## src/rtl/alu_seq_ctrl.sv

```systemverilog
// Purpose: micro-sequencer driving an 8-bit clocked ALU through LOAD/EXEC/CAPT for one requester.
// Latency: DONE appears ALU_LAT+3 cycles after the cycle in which START is presented.
// Backpressure: START is only looked at while idle; requests arriving while busy are dropped.
module alu_seq_ctrl #(
    parameter int WIDTH   = 8,
    parameter int ALU_LAT = 1
) (
    input  logic             clk,
    input  logic             rst,
    input  logic             start,
    input  logic [2:0]       opc,
    input  logic [WIDTH-1:0] opa,
    input  logic [WIDTH-1:0] opb,
    input  logic [WIDTH-1:0] alu_q,
    output logic             isum,
    output logic             isub,
    output logic             iand,
    output logic             ior,
    output logic             ishl,
    output logic             ixor,
    output logic             ealu,
    output logic [WIDTH-1:0] dina,
    output logic [WIDTH-1:0] din,
    output logic             busy,
    output logic             done,
    output logic             err,
    output logic [WIDTH-1:0] result
);

    localparam logic [2:0] OP_SUM = 3'd0;
    localparam logic [2:0] OP_SUB = 3'd1;
    localparam logic [2:0] OP_AND = 3'd2;
    localparam logic [2:0] OP_OR  = 3'd3;
    localparam logic [2:0] OP_SHL = 3'd4;
    localparam logic [2:0] OP_XOR = 3'd5;

    // Last EXEC count value; the counter is 4 bits since ALU_LAT tops out at 15.
    localparam logic [3:0] LAST_CNT = 4'(ALU_LAT - 1);

    typedef enum logic [1:0] {
        IDLE,
        LOAD,
        EXEC,
        CAPT
    } state_t;

    state_t     state;
    state_t     state_nxt;
    logic [2:0] op_q;
    logic [3:0] cnt;
    logic       accept;
    logic       illegal;

    // A request is either taken into the sequence or bounced immediately as illegal.
    assign accept  = (state == IDLE) && start && (opc <= OP_XOR);
    assign illegal = (state == IDLE) && start && (opc >  OP_XOR);
    assign busy    = (state != IDLE);

    // State register.
    always_ff @(posedge clk) begin
        if (rst) begin
            state <= IDLE;
        end else begin
            state <= state_nxt;
        end
    end

    // Next-state decode; EXEC exits once the counter has covered ALU_LAT cycles.
    always_comb begin
        state_nxt = state;
        case (state)
            IDLE:    if (accept) state_nxt = LOAD;
            LOAD:    state_nxt = EXEC;
            EXEC:    if (cnt == LAST_CNT) state_nxt = CAPT;
            CAPT:    state_nxt = IDLE;
            default: state_nxt = IDLE;
        endcase
    end

    // Operand/opcode latch, latency counter, result capture and one-cycle status flags.
    always_ff @(posedge clk) begin
        if (rst) begin
            dina   <= '0;
            din    <= '0;
            op_q   <= OP_SUM;
            cnt    <= 4'd0;
            result <= '0;
            done   <= 1'b0;
            err    <= 1'b0;
        end else begin
            done <= 1'b0;
            err  <= 1'b0;
            if (accept) begin
                dina <= opa;
                din  <= opb;
                op_q <= opc;
            end
            if (illegal) begin
                done <= 1'b1;
                err  <= 1'b1;
            end
            if (state == LOAD) begin
                cnt <= 4'd0;
            end
            if (state == EXEC) begin
                cnt <= cnt + 4'd1;
            end
            if (state == CAPT) begin
                result <= alu_q;
                done   <= 1'b1;
            end
        end
    end

    // Control word: everything inactive except during EXEC, where EALU and one select go low.
    always_comb begin
        isum = 1'b1;
        isub = 1'b1;
        iand = 1'b1;
        ior  = 1'b1;
        ishl = 1'b1;
        ixor = 1'b1;
        ealu = 1'b1;
        if (state == EXEC) begin
            ealu = 1'b0;
            case (op_q)
                OP_SUM:  isum = 1'b0;
                OP_SUB:  isub = 1'b0;
                OP_AND:  iand = 1'b0;
                OP_OR:   ior  = 1'b0;
                OP_SHL:  ishl = 1'b0;
                OP_XOR:  ixor = 1'b0;
                default: ;
            endcase
        end
    end

endmodule

```

## config.mk

```make
export PLATFORM = sky130hd
export DESIGN_NAME = alu_seq_ctrl
export DESIGN_NICKNAME = d
export VERILOG_FILES = /design/src/rtl/alu_seq_ctrl.sv
export SDC_FILE = /design/constraint.sdc
export NUM_CORES = 1
export LEC_CHECK = 0
export ABC_AREA = 1
export CAP_MARGIN = 20
export CORE_AREA = 2 2 62 64
export DETAILED_ROUTE_END_ITERATION = 16
export DIE_AREA = 0 0 64 66
export GPL_TIMING_DRIVEN = 0
export MAX_ROUTING_LAYER = met4
export PLACE_DENSITY = 0.79
export SLEW_MARGIN = 20
export SYNTH_ARGS = -nofsm -noshare
export SYNTH_HDL_FRONTEND = slang
export SYNTH_SLANG_ARGS = --single-unit
export TNS_END_PERCENT = 10
```

## constraint.sdc

```tcl
create_clock -name clk -period 1.6 [get_ports clk]
set_input_delay 0.32 -clock clk [delete_from_list [all_inputs] [get_ports clk]]
set_output_delay 0.32 -clock clk [all_outputs]
set_load 0.02 [all_outputs]
```

; Yosys cells after proc, flatten, opt, wreduce, memory -nomap -nowiden
; Index checks and enable logic that the tools add are counted.
[op_classes]
add_sub_neg = 1
magnitude_cmp = 2
n_eq_ne = 10
n_mux = 20
reduce_logical = 9
[ops]
columns = cell, n
row1 = $mux 1, 15
row2 = $mux 4, 2
row3 = $pmux 2 s4, 1
row4 = $eq 3x2->1 const B, 2
row5 = $eq 3x3->1 const B, 2
row6 = $add 4x1->4 const B, 1
row7 = $eq 2x2->1 const B, 2
row8 = $logic_not 4->1, 1
row9 = $mux 2, 2
row10 = $ne 2x2->1 const B, 2
row11 = $reduce_bool 2->1, 2
row12 = $eq 3x1->1 const B, 1
row13 = $gt 3x3->1 const B, 1
row14 = $le 3x3->1 const B, 1
row15 = $logic_and 1x1->1, 3
row16 = $logic_not 3->1, 1
row17 = $eq 2x1->1 const B, 1
row18 = $logic_not 2->1, 1
row19 = $reduce_and 2->1, 1
[word_totals]
regBits = 35
inputBits = 30
out_inout_bits = 34
word_cells = 50

; Longest topological paths before layout
[logic_depth]
ltp_word = 5
ltp_mapped = 9
mapped_depth_nobuf = 9

; Least setup slack after synthesis
; OpenSTA, ideal clock, no wires.
[synth_timing]
path_kind = register -> output
from = register state[0]
to = output port iand
arrival_time_ns = 1.169
required_ns = 1.280
setup_slack_ns = 0.111
stages_incl_launch_ff = 6
n_path_buf = 0
path_cell_list = dfxtp_1 -> inv_1 -> ha_1 -> inv_1 -> nor2_1 -> nand3_1
[synth_via]
elab_chain_len = 2
[synth_lines]
columns = item, line
row1 = start: declaration, 47  ; state_t state;
row2 = start signal: assignment, 64  ; state <= state_nxt;
row3 = $eq 2x2->1, 124  ; if (state == EXEC) begin
row4 = $mux 1, 124
row5 = end: declaration, 17  ; output logic iand,
; Every way passes these cells.

; Final worst setup path
[layout_timing]
from = register state[0]
to = output port ealu
[layout_via]
elab_chain_len = 2
[layout_lines]
columns = item, line
row1 = $eq 2x2->1, 124
row2 = $mux 1, 124
row3 = end: declaration, 21  ; output logic ealu,
; Every way passes these cells.

==> impl_metrics.json <==
{
  "failed_checks": "setup timing",
  "synthToLayoutAreaGrowth_pct": 58.14,
  "r2r_start": "state[0]$_SDFFE_PP0P_",
  "cp-end-kind": "primary output",
  "swShare_pct": 35.32,
  "drt_first_iter_violations": 45,
  "ant_nets": 0,
  "dr.pass1.iters": 3,
  "dp_cells": 292,
  "combinationalPowerShare_pct": 41.1,
  "nets": 290,
  "grt_antenna_before_repair": 0,
  "dp_slack_ns": -0.3344,
  "pwr-share-seq_pct": 35.6,
  "required_ns": 1.28,
  "clockRootBuffer": "clkbuf_4",
  "grt.total_usage_pct": 17.18,
  "io_buffers": 63,
  "slew_headroom_pct": 79.57,
  "hold_path.class": "register to register",
  "die_w_um": 64,
  "start_util_pct": 39.82,
  "synthCells": 181,
  "wl_mm": 3.342,
  "coreArea_um2": 3551,
  "die_h_um": 66,
  "arrival_ns": 1.31,
  "io_pins": 64,
  "syn-cell-area_um2": 1414,
  "min_path_cells": 2,
  "fin_crit_sh_pct": 102.0,
  "gp_congestion": 0.7861,
  "synth_cell_types": 23,
  "antenna_cells": 0,
  "grt_first_pass_wirelength_mm": 5.478,
  "num_vias": 1383,
  "r2r_cells": 9,
  "cell_internal_pwr_uw": 2157,
  "cts_buffers": 5,
  "layout_min_cycle_time_ns": 1.632,
  "hold_buffers": 0,
  "p_clk_share_pct": 23.2,
  "seq_area_frac_synth_pct": 49.56,
  "switching_power_uw": 1178,
  "fin_cells": 303,
  "drc": 0,
  "final_common_cell": "nor2_1",
  "min_from": "dina[0]$_SDFFE_PP0P_",
  "setup_tns_ns": -0.1242,
  "vdd_drop_max_v": 0.0007396,
  "rsz0062_at_grt": "true",
  "clk_path_buf_depth": 2,
  "fin_ws_ns": -0.03192,
  "grt_max_degree": 12,
  "tritoncts_num_sinks": 35,
  "status": "complete, but fails checks",
  "hold_viol_final": 0,
  "clk_pin_slew_ns": 0.10,
  "setup_violations": 5,
  "ys_seq_elements": 35,
  "drv_slew": 0,
  "overflow": 0,
  "r2r_end": "state[0]$_SDFFE_PP0P_",
  "r2r_setup_slack_ns": 0.18,
  "cap_violations": 0,
  "viasPerCell": 4.564,
  "powerDensity_nw_per_um2": 1492,
  "startpoint_type": "register",
  "holdPathEnd": "dina[0]$_SDFFE_PP0P_",
  "crit_type": "register to primary output",
  "yosysWarnings": 0,
  "die-area_um2": 4224,
  "total_power_uw": 3335,
  "max_freq_mhz": 612.8,
  "wl_per_cell_um": 11.03,
  "place_hpwl_mm": 2.366,
  "grt_pass1_vias": 1272,
  "clock_latency_ns": 0.33,
  "cts_tree": "built",
  "fin_skew_ns": 0.006230,
  "drive_above_1_share_pct": 14.90,
  "avgSynthCellArea_um2": 7.811,
  "cts-htree-levels": 2,
  "synth_nets": 217,
  "mostFrequentLayoutCells": "nor2_1 (57), dfxtp_1 (32), clkdlybuf4s50_1 (29), dlygate4sd2_1 (27), o21ai_0 (20)",
  "power.leakage_uw": 0.001032,
  "crit_fanout": 4,
  "nFillCells": 331,
  "tightest_slew_ns": 0.3044,
  "row_count": 22
}
## stage by stage
stage | hold slack [ns] | util [%] | area [µm²]
finish | 0.4822 | 62.97 | 2236
global route | 0.5122 | 62.97 | 2236
CTS | 0.4895 | 62.09 | 2205
detailed placement | 0.4704 | 59.27 | 2105
global placement | 0.4595 | 59.27 | 2105
floorplan | 0.3891 | - | 1414
## critical path, cell delays in order, from the launching register on
cell           delay, ns
dfxtp_2             0.36
inv_2               0.06
ha_4                0.17
inv_4               0.06
dlygate4sd2_1       0.32
## registers in the layout (all words and copies together) (netlist names)
| register | flops |
|---|---|
| din | 8 |
| dina | 8 |
| result | 8 |
| cnt | 4 |
| op_q | 3 |
| state | 2 |
| done | 1 |
| err | 1 |
## routing by layer
metal / vias to the layer above / share of wire (%) / routed length [µm] / global-route usage (%)
met4: 0 / 1.1 / 38 / 4.891
li1: 722 / - / - / -
met2: 36 / 48 / 1619 / 28.78
met3: 5 / 7.2 / 240 / 6.814
met5: - / 0 / 0 / -
met1: 620 / 43 / 1443 / 18.95
## how the worst max path moves through the flow
stage,cells past startpoint,to,start,slack [ns]
floorplan,5,iand,state[0]$_SDFFE_PP0P_,0.11
global placement,6,iand,state[0]$_SDFFE_PP0P_,-0.30
detailed placement,6,iand,state[0]$_SDFFE_PP0P_,-0.33
CTS,6,iand,state[0]$_SDFFE_PP0P_,-0.06
global route,6,iand,state[0]$_SDFFE_PP0P_,-0.13
finish,4,ealu,state[0]$_SDFFE_PP0P_,-0.03
## kinds of logic after synthesis
group / after synthesis / share of synthesized area, %
simple gates: 87 / 25.04
buf+inv: 19 / 7.875
flops: 35 / 49.56
compound gates: 34 / 12.21
fa+ha+maj: 6 / 5.310
## final cells by class
cell class,instances,area [µm²],share of cell area (%)
Sequential cell,35,706.9,31.62
Multi-Input combinational cell,127,644.4,28.82
Timing Repair Buffer,66,609.3,27.25
Inverter,14,61.31,2.742
Clock inverter,2,60.06,2.686
Tap cell,48,60.06,2.686
Buffer,5,52.55,2.350
Clock buffer,6,41.29,1.847
## cell usage after synthesis
library cell | instances | share of area [%]
nand2_4 | 1 | 0.80
nand3_1 | 7 | 2.5
inv_1 | 10 | 2.7
o21ai_0 | 20 | 7.1
buf_6 | 2 | 1.6
o21ai_1 | 6 | 2.1
dfxtp_1 | 35 | 50
buf_2 | 1 | 0.35
nand2_1 | 15 | 4.0
inv_6 | 1 | 0.62
buf_12 | 1 | 1.4
inv_2 | 1 | 0.27
and3_1 | 1 | 0.44
clkbuf_2 | 1 | 0.35
a21oi_1 | 7 | 2.5
clkinv_1 | 1 | 0.27
a211oi_1 | 1 | 0.53
nor2_2 | 1 | 0.44
nor3_1 | 3 | 1.1
nor2_1 | 58 | 15
and2_1 | 1 | 0.44
clkinv_2 | 1 | 0.35
ha_1 | 6 | 5.3
## power groups by stage
stage / Clock [µW] / Combinational, µW / Sequential (µW)
floorplan: 0 / 628 / 1370
global placement: 0 / 1340 / 1190
detailed placement: 0 / 1350 / 1190
CTS: 795 / 1290 / 1180
global route: 841 / 1500 / 1210
finish: 775 / 1370 / 1190
## what timing repair did
| item | in CTS | in global routing |
|---|---|---|
| pin swaps | 3 | 3 |
| gates resized for setup | 67 | 12 |
| setup buffers | 2 | 1 |
| setup endpoints to repair | 34 | 8 |
| endpoints found under the hold margin | 0 | 0 |
Power figures use the tool's default switching activity.
